$ cat src/rtl/enc_layer_sched.sv
// Encoder dense layer on a single shared MAC: walks samples, neurons and inputs
// through external synchronous RAMs and streams saturated Q4.11 results in order.
module enc_layer_sched #(
    parameter int BITSIZE  = 16,
    parameter int FRAC     = 11,
    parameter int IN_SIZE  = 92,
    parameter int OUT_SIZE = 2,
    parameter int BATCH    = 32,
    parameter int ACC_W    = 40,
    localparam int X_AW = (BATCH * IN_SIZE > 1) ? $clog2(BATCH * IN_SIZE) : 1,
    localparam int W_AW = (OUT_SIZE * IN_SIZE > 1) ? $clog2(OUT_SIZE * IN_SIZE) : 1,
    localparam int S_W  = (BATCH > 1) ? $clog2(BATCH) : 1,
    localparam int J_W  = (OUT_SIZE > 1) ? $clog2(OUT_SIZE) : 1,
    localparam int I_W  = (IN_SIZE > 1) ? $clog2(IN_SIZE) : 1
) (
    input  logic                        clk,
    input  logic                        reset,
    input  logic                        start,
    input  logic [BITSIZE*OUT_SIZE-1:0] b,
    output logic                        x_rd_en,
    output logic [X_AW-1:0]             x_rd_addr,
    input  logic [BITSIZE-1:0]          x_rd_data,
    output logic                        w_rd_en,
    output logic [W_AW-1:0]             w_rd_addr,
    input  logic [BITSIZE-1:0]          w_rd_data,
    output logic                        y_valid,
    input  logic                        y_ready,
    output logic [BITSIZE-1:0]          y_data,
    output logic [S_W-1:0]              y_sample,
    output logic [J_W-1:0]              y_neuron,
    output logic                        busy,
    output logic                        done_all
);

    typedef enum logic [2:0] {IDLE, CLEAR, MAC, DRAIN, FIN, OUT, DONE} state_t;

    localparam logic signed [ACC_W:0] SAT_HI = {{(ACC_W+2-BITSIZE){1'b0}}, {(BITSIZE-1){1'b1}}};
    localparam logic signed [ACC_W:0] SAT_LO = {{(ACC_W+2-BITSIZE){1'b1}}, {(BITSIZE-1){1'b0}}};

    state_t                             state;
    logic [S_W-1:0]                     s;
    logic [J_W-1:0]                     j;
    logic [I_W-1:0]                     i;
    logic signed [ACC_W-1:0]            acc;
    logic                               mac_vld;
    logic [OUT_SIZE-1:0][BITSIZE-1:0]   b_reg;

    logic signed [2*BITSIZE-1:0]        prod;
    logic signed [ACC_W-1:0]            prod_ext;
    logic signed [ACC_W-1:0]            acc_sh;
    logic [BITSIZE-1:0]                 b_sel;
    logic signed [ACC_W:0]              sum;
    logic [BITSIZE-1:0]                 sat_y;

    assign prod     = $signed(x_rd_data) * $signed(w_rd_data);
    assign prod_ext = {{(ACC_W-2*BITSIZE){prod[2*BITSIZE-1]}}, prod};
    assign acc_sh   = acc >>> FRAC;
    assign b_sel    = b_reg[j];
    // One guard bit so the bias add cannot wrap before saturation.
    assign sum      = {acc_sh[ACC_W-1], acc_sh} + {{(ACC_W+1-BITSIZE){b_sel[BITSIZE-1]}}, b_sel};

    always_comb begin
        sat_y = sum[BITSIZE-1:0];
        if (sum > SAT_HI)
            sat_y = {1'b0, {(BITSIZE-1){1'b1}}};
        else if (sum < SAT_LO)
            sat_y = {1'b1, {(BITSIZE-1){1'b0}}};
    end

    always_ff @(posedge clk) begin
        if (reset) begin
            state     <= IDLE;
            s         <= '0;
            j         <= '0;
            i         <= '0;
            acc       <= '0;
            mac_vld   <= 1'b0;
            b_reg     <= '0;
            x_rd_en   <= 1'b0;
            x_rd_addr <= '0;
            w_rd_en   <= 1'b0;
            w_rd_addr <= '0;
            y_valid   <= 1'b0;
            y_data    <= '0;
            y_sample  <= '0;
            y_neuron  <= '0;
            busy      <= 1'b0;
            done_all  <= 1'b0;
        end else begin
            // RAM data lands one cycle after the strobe.
            mac_vld <= x_rd_en;
            if (mac_vld)
                acc <= acc + prod_ext;
            case (state)
                IDLE: if (start) begin
                    b_reg    <= b;
                    done_all <= 1'b0;
                    busy     <= 1'b1;
                    s        <= '0;
                    j        <= '0;
                    state    <= CLEAR;
                end
                CLEAR: begin
                    acc       <= '0;
                    i         <= '0;
                    x_rd_en   <= 1'b1;
                    w_rd_en   <= 1'b1;
                    x_rd_addr <= X_AW'(s) * X_AW'(IN_SIZE);
                    w_rd_addr <= W_AW'(j) * W_AW'(IN_SIZE);
                    state     <= MAC;
                end
                MAC: begin
                    if (i == I_W'(IN_SIZE - 1)) begin
                        x_rd_en <= 1'b0;
                        w_rd_en <= 1'b0;
                        state   <= DRAIN;
                    end else begin
                        i         <= i + 1'b1;
                        x_rd_addr <= x_rd_addr + 1'b1;
                        w_rd_addr <= w_rd_addr + 1'b1;
                    end
                end
                DRAIN: state <= FIN;
                FIN: begin
                    y_data   <= sat_y;
                    y_sample <= s;
                    y_neuron <= j;
                    y_valid  <= 1'b1;
                    state    <= OUT;
                end
                OUT: if (y_ready) begin
                    y_valid <= 1'b0;
                    if (j != J_W'(OUT_SIZE - 1)) begin
                        j     <= j + 1'b1;
                        state <= CLEAR;
                    end else if (s != S_W'(BATCH - 1)) begin
                        j     <= '0;
                        s     <= s + 1'b1;
                        state <= CLEAR;
                    end else begin
                        busy     <= 1'b0;
                        done_all <= 1'b1;
                        state    <= DONE;
                    end
                end
                DONE: state <= IDLE;
                default: state <= IDLE;
            endcase
        end
    end

endmodule

$ cat config.mk
export PLATFORM = sky130hd
export DESIGN_NAME = enc_layer_sched
export DESIGN_NICKNAME = d
export VERILOG_FILES = /design/src/rtl/enc_layer_sched.sv
export SDC_FILE = /design/constraint.sdc
export NUM_CORES = 1
export LEC_CHECK = 0
export CORE_MARGIN = 5
export CORE_UTILIZATION = 38
export CTS_CLUSTER_SIZE = 25
export DETAILED_ROUTE_END_ITERATION = 10
export DONT_BUFFER_PORTS = 1
export PLACE_DENSITY = 0.61
export SYNTH_ARGS = -nofsm -noshare
export SYNTH_HDL_FRONTEND = slang
export SYNTH_SLANG_ARGS = --single-unit
$ cat constraint.sdc
create_clock -name clk -period 8.9 [get_ports clk]
set_input_delay 0.89 -clock clk [delete_from_list [all_inputs] [get_ports clk]]
set_output_delay 0.89 -clock clk [all_outputs]
set_load 0.1 [all_outputs]
After elaboration in Yosys (flattened, before gate mapping)
Cells that the tools add are included.

word-level totals
  memories = 0
  bits of input ports = 68
  memory bits (read-only) = 0
  bits in writable memories = 0
  output and inout port bits = 47
  bits in registers = 135
  bits in latches = 0

operators by class
  divide/modulo/power cells = 0
  add/sub/neg operators = 7
  order comparisons = 3
  eq/ne operators = 14
  shifts and indexed selects = 0
  multipliers = 3
  bitwise gates (word level) = 0
  multiplexer cells = 39
  reductions and logical operators = 13

operators by type and width
  cell                                                                               count
  16-bit 2-to-1 mux                                                                  4
  40-bit by 32-bit adder with 40-bit output                                          1
  16-bit by 16-bit multiplier with 32-bit output                                     1
  29-bit by 16-bit adder with 30-bit output                                          1
  30-bit by 16-bit greater-than comparator with 1-bit output, second input constant  1
  30-bit by 16-bit less-than comparator with 1-bit output, second input constant     1
  12-bit one-hot mux with 2 select lines                                             1
  5-bit 2-to-1 mux                                                                   4
  3-bit one-hot mux with 6 select lines                                              1
  8-bit one-hot mux with 2 select lines                                              1
  3-bit 2-to-1 mux                                                                   5
  2-bit != test, second input constant                                               7
  7-bit one-hot mux with 2 select lines                                              1
  1-bit 2-to-1 mux                                                                   13
  12-bit by 1-bit adder with 12-bit output, second input constant                    1
  12-bit 2-to-1 mux                                                                  1
  5-bit by 5-bit multiplier with 10-bit output, second input constant                1
  1-bit one-hot mux with 2 select lines                                              5
  5-bit one-hot mux with 2 select lines                                              1
  5-bit AND reduction                                                                2
  8-bit by 1-bit adder with 8-bit output, second input constant                      1
  8-bit 2-to-1 mux                                                                   1
  2-bit AND reduction                                                                4
  7-bit by 1-bit adder with 7-bit output, second input constant                      1
  other kinds (14)                                                                   19

Logic depth before layout (Yosys ltp)
  depth after elaboration = 6
  mapped depth = 26
  depth with buffers taken out = 24

Worst setup path after synthesis
OpenSTA, ideal clock, no wires.

  path type = input-to-reg
  start point = in x_rd_data[15]
  end point = reg acc[39]
  library setup time = 122 ps
  data arrival time = 7165 ps
  setup slack = 1613 ps
  stages on the path = 24
  data required time = 8778 ps
  cell sequence = clkbuf_1 -> nand2_1 -> fa_1 -> inv_1 -> fa_1 -> inv_1 -> fa_1 -> inv_1 -> fa_1 -> fa_1 -> inv_1 -> fa_1 -> inv_1 -> ha_1 -> a21o_1 -> a21o_1 -> a21oi_1 -> o21ai_0 -> o21bai_1 -> a2111o_1 -> a41o_1 -> o41ai_2 -> nor3_1 -> a311o_1

on the way
  cells in the longest elaborated chain, start to end = 2

ends and longest elaborated chain
  item                                            RTL line  RTL
  from (decl)                                     22        input logic [BITSIZE-1:0] x_rd_data,
  16-bit by 16-bit multiplier with 32-bit output  55        assign prod = $signed(x_rd_data) * $signed(w_rd_data);
  40-bit by 32-bit adder with 40-bit output       93        acc <= acc + prod_ext;
  to (signal assigned)                            93
  to (decl)                                       44        logic signed [ACC_W-1:0] acc;

Every way passes these cells.
A chain may end at the register's enable or synchronous reset.

Worst setup path in the final report
  start point = in w_rd_data[15]
  end point = reg acc[33]

on the way
  cells in the longest elaborated chain, start to end = 2

ends and longest elaborated chain
  item                                            RTL line  RTL
  from (decl)                                     25        input logic [BITSIZE-1:0] w_rd_data,
  16-bit by 16-bit multiplier with 32-bit output  55
  40-bit by 32-bit adder with 40-bit output       93

Every way passes these cells.

==> run summary <==
The tools report the source of the worst register-to-register timing path as acc[15]$_SDFFE_PP0P_. In this run the remaining antenna-violating nets after routing total 0. The flip-flop count of the largest register, all copies and words added is 40, and the area growth from synthesis to layout is 5.59%.

The mean instance size in the synthesized netlist is 8.74 um2. The count of cells in the finished layout, fillers not included, comes to 2,930. The Yosys step of the flow raised 0 warnings. STA classifies the critical path endpoint as a flop. For the worst-skew pair, the clock arrives at the later sink with an insertion delay of 0.43 ns.

The logs give 0 for the max-cap violation count and 0 for the DRC violation count after routing. The tools report the sequential cell area fraction in the yosys report as 0.135. Cell at the root of the clock tree: sky130_fd_sc_hd__clkbuf_16.

TritonCTS built the clock tree. The logs give 0 for the number of setup violations in the final report and 0.137 GHz for the maximum clock rate. The cell count after synthesis came out at 2,296. The depth of the worst register-to-register path is 20. The sum of negative setup slack came out at 0 ns. During I/O placement, the number of pins put on the boundary was 115.

At the end of routability-driven placement, the weighted congestion stood at 0.852. Port buffer count: 0. Count of hold buffers inserted by post-cts repair: 0.

The launch point of the worst path was w_rd_data[15]. The mapped netlist covers 20,100 um2. The final clock skew is 0.0151 ns. The number of placement rows was 84; the register-to-register path setup slack was 2.75 ns. The tree built by TritonCTS fans out to 135 sinks.

The run gives 52,400 um2 as the core area. Using the TritonRoute via totals, the vias-per-cell ratio works out to 5.08. In this run the critical register-to-register path is captured at acc[33]$_SDFFE_PP0P_. The number of placed instances, taps included came out at 2,897. The routed wire length per instance is 17.1 um. Number of register bits inferred by synthesis: 135.

Most used flip-flop cell after synthesis: sky130_fd_sc_hd__dfxtp_1. Once the clock tree was built, the setup fixing pass inserted 0 buffers. The length of routed wiring on met1 came out at 23,200 um.

The post-cts sizing count came out at 0. Combined global-route utilization of all metal layers: 0.180. The run finished with clean final reports. The routed design uses 3160 um of met3 wire.

The critical-path maximum fanout was 15. Setup repair after global routing left no endpoint under its margin. The die covers 57,500 um2.

The tools report the initial core utilization as 0.383. The global route total overflow is 0. The number of slew-limit violations in the final report is 0. The type of element launching the critical path was a primary input. The final count of hold timing violations is 0, and the met2 routed wirelength is 22,900 um. The floorplan step set the die width to 240 um. The normalized max-slew margin was 0.238; the post-route clock period utilization was 0.821.

The worst path needs 7.31 ns of the cycle, external delays included. The count of H-tree levels built during CTS was 4. The detailed router used layers up to and including met5. For the worst setup path, the data required time is 9.26 ns.

Data arrives at the worst endpoint at 7.66 ns. The share of post-route cells with drive strength above 1 is 0.0344. The register clock-pin slew on the reported worst setup and hold paths is 0.06 ns, and the count of flip-flops with a built-in enable after synthesis is 0. In this run the worst setup path terminates at acc[33]$_SDFFE_PP0P_. The first global-routing pass estimated 84,600 um of wire. For this block, the routed nets add up to 50,000 um of wire. For the number of clock buffers inserted by TritonCTS, the log shows 17. The logs give 41,500 um for the HPWL reported at the end of detailed placement and 106 for the pin count of the biggest net entering global routing.

At the pin with the least slew margin, the transition time is 1.14 ns. The first detailed-routing pass took 5 iterations. The number of nets in the synthesized netlist is 2,867.

In this run the worst hold path is classified as flop to flop. For this run, the post-layout net count is 2,799. Summing over every cut layer, the via total after detailed routing is 14,900. The longest clock path from root to sink contains 2 buffers. The startpoint-to-endpoint class of the critical path is primary input to flop. Measured along the y axis, the die boundary spans 240 um. In this run, the number of DRC markers left after iteration 0 of detailed routing was 668.

The core occupancy in the finished layout was 0.404. The share of flip-flops with an asynchronous set or reset after synthesis was 0. The initial antenna violation count came out at 2. Number of distinct library cells after synthesis: 76. The via count of the first global-routing pass was 16,000.
## area by class of cell
type | count | area (um2)
clock inverter | 12 | 166
fill | 5148 | 31200
antenna | 1 | 2.50
tap | 688 | 861
clock buffer | 20 | 457
sequential | 135 | 2710
timing repair buffer | 8 | 60.1
multi-input combinational | 1650 | 15400
inverter | 416 | 1560
## routing by layer
layer  global-route usage  up-vias
met4               0.0306        2
met3               0.0406       49
li1                     -     7129
met1                0.255     7393
met2                0.287      321
met5                    0        -
## worst min path at each step
stage                                       from                endpoint  slack [ns]  depth (start not counted)
after detailed placement   b_reg[7]$_SDFFE_PP0P_   b_reg[7]$_SDFFE_PP0P_        0.44                          2
final                      b_reg[7]$_SDFFE_PP0P_   b_reg[7]$_SDFFE_PP0P_        0.45                          2
after CTS                  b_reg[7]$_SDFFE_PP0P_   b_reg[7]$_SDFFE_PP0P_        0.45                          2
after floorplan           b_reg[16]$_SDFFE_PP0P_  b_reg[16]$_SDFFE_PP0P_        0.43                          2
after global routing      b_reg[12]$_SDFFE_PP0P_  b_reg[12]$_SDFFE_PP0P_        0.47                          2
after global placement     b_reg[7]$_SDFFE_PP0P_   b_reg[7]$_SDFFE_PP0P_        0.44                          2
## kinds of logic (layout without fill, tap and decap cells)
kind of cell	Yosys count	in the layout	synth area share
simple gates	698	698	0.163
buf+inv	511	456	0.0990
fa+ha+maj	503	503	0.439
compound gates	336	336	0.112
flops	135	135	0.135
xor+xnor	71	71	0.0310
mux	42	42	0.0219
other cells	0	1	0
## cell usage in the layout (no fill, tap or decap), types with 5 or more instances in the layout
cell type                   instances
sky130_fd_sc_hd__xor2_1            19
sky130_fd_sc_hd__nand2b_1          11
sky130_fd_sc_hd__and3_1            18
sky130_fd_sc_hd__o22ai_1            6
sky130_fd_sc_hd__xnor2_1           52
sky130_fd_sc_hd__nand2_1          291
sky130_fd_sc_hd__o21ai_0           45
sky130_fd_sc_hd__mux2_2            16
sky130_fd_sc_hd__nor2_1           143
sky130_fd_sc_hd__nand4_1           16
sky130_fd_sc_hd__a211oi_1          21
sky130_fd_sc_hd__and2_1           122
sky130_fd_sc_hd__buf_4              8
sky130_fd_sc_hd__o21bai_1          15
sky130_fd_sc_hd__dfxtp_1          133
sky130_fd_sc_hd__a21oi_1          133
sky130_fd_sc_hd__nor3_1            26
sky130_fd_sc_hd__clkbuf_16         17
sky130_fd_sc_hd__a31oi_1            5
sky130_fd_sc_hd__o211ai_1           5
sky130_fd_sc_hd__inv_1            416
sky130_fd_sc_hd__a2111oi_0          5
sky130_fd_sc_hd__nand3_1           21
sky130_fd_sc_hd__ha_1             168
sky130_fd_sc_hd__fa_1             335
sky130_fd_sc_hd__o32ai_1           16
sky130_fd_sc_hd__or3_1             15
sky130_fd_sc_hd__nor2b_1           10
sky130_fd_sc_hd__a21o_1            31
sky130_fd_sc_hd__mux2i_1           26
## Yosys cell counts (26+ instances only)
cell type	n	area share
sky130_fd_sc_hd__nor3_1	26	0.0065
sky130_fd_sc_hd__inv_1	416	0.078
sky130_fd_sc_hd__mux2i_1	26	0.013
sky130_fd_sc_hd__clkbuf_1	76	0.014
sky130_fd_sc_hd__a21oi_1	133	0.033
sky130_fd_sc_hd__and2_1	122	0.038
sky130_fd_sc_hd__xnor2_1	52	0.023
sky130_fd_sc_hd__nand2_1	291	0.054
sky130_fd_sc_hd__fa_1	335	0.33
sky130_fd_sc_hd__a21o_1	31	0.012
sky130_fd_sc_hd__o21ai_0	45	0.011
sky130_fd_sc_hd__nor2_1	143	0.027
sky130_fd_sc_hd__dfxtp_1	135	0.13
sky130_fd_sc_hd__ha_1	168	0.10
## per-stage QoR
| step | instance area (um2) | hold slack [ns] | worst slack (ns) |
|---|---|---|---|
| global route | 21200 | 0.468 | 1.16 |
| finish | 21200 | 0.448 | 1.59 |
| floorplan | 20100 | 0.433 | 1.61 |
| CTS | 21200 | 0.449 | 1.62 |
| detailed placement | 20600 | 0.439 | 1.19 |
| global placement | 20600 | 0.435 | 1.35 |
## worst max-delay path, stage by stage
cell	delay (ns)
sky130_fd_sc_hd__inv_1	0.45
sky130_fd_sc_hd__nor2_1	0.16
sky130_fd_sc_hd__fa_1	0.54
sky130_fd_sc_hd__fa_1	0.52
sky130_fd_sc_hd__fa_1	0.54
sky130_fd_sc_hd__fa_1	0.55
sky130_fd_sc_hd__fa_1	0.56
sky130_fd_sc_hd__inv_1	0.06
sky130_fd_sc_hd__fa_1	0.53
sky130_fd_sc_hd__inv_1	0.05
sky130_fd_sc_hd__ha_1	0.34
sky130_fd_sc_hd__a21oi_1	0.24
sky130_fd_sc_hd__o21bai_1	0.10
sky130_fd_sc_hd__a21o_1	0.21
sky130_fd_sc_hd__and3_1	0.18
sky130_fd_sc_hd__a2111oi_0	0.77
sky130_fd_sc_hd__o21ai_0	0.28
sky130_fd_sc_hd__a211oi_1	0.34
sky130_fd_sc_hd__xnor2_1	0.16
sky130_fd_sc_hd__mux2i_1	0.09
sky130_fd_sc_hd__nor2_1	0.11
Power is left out: the tool's default activity adds up to more than one toggle a clock period on the data nets, which glitch-free logic cannot reach.
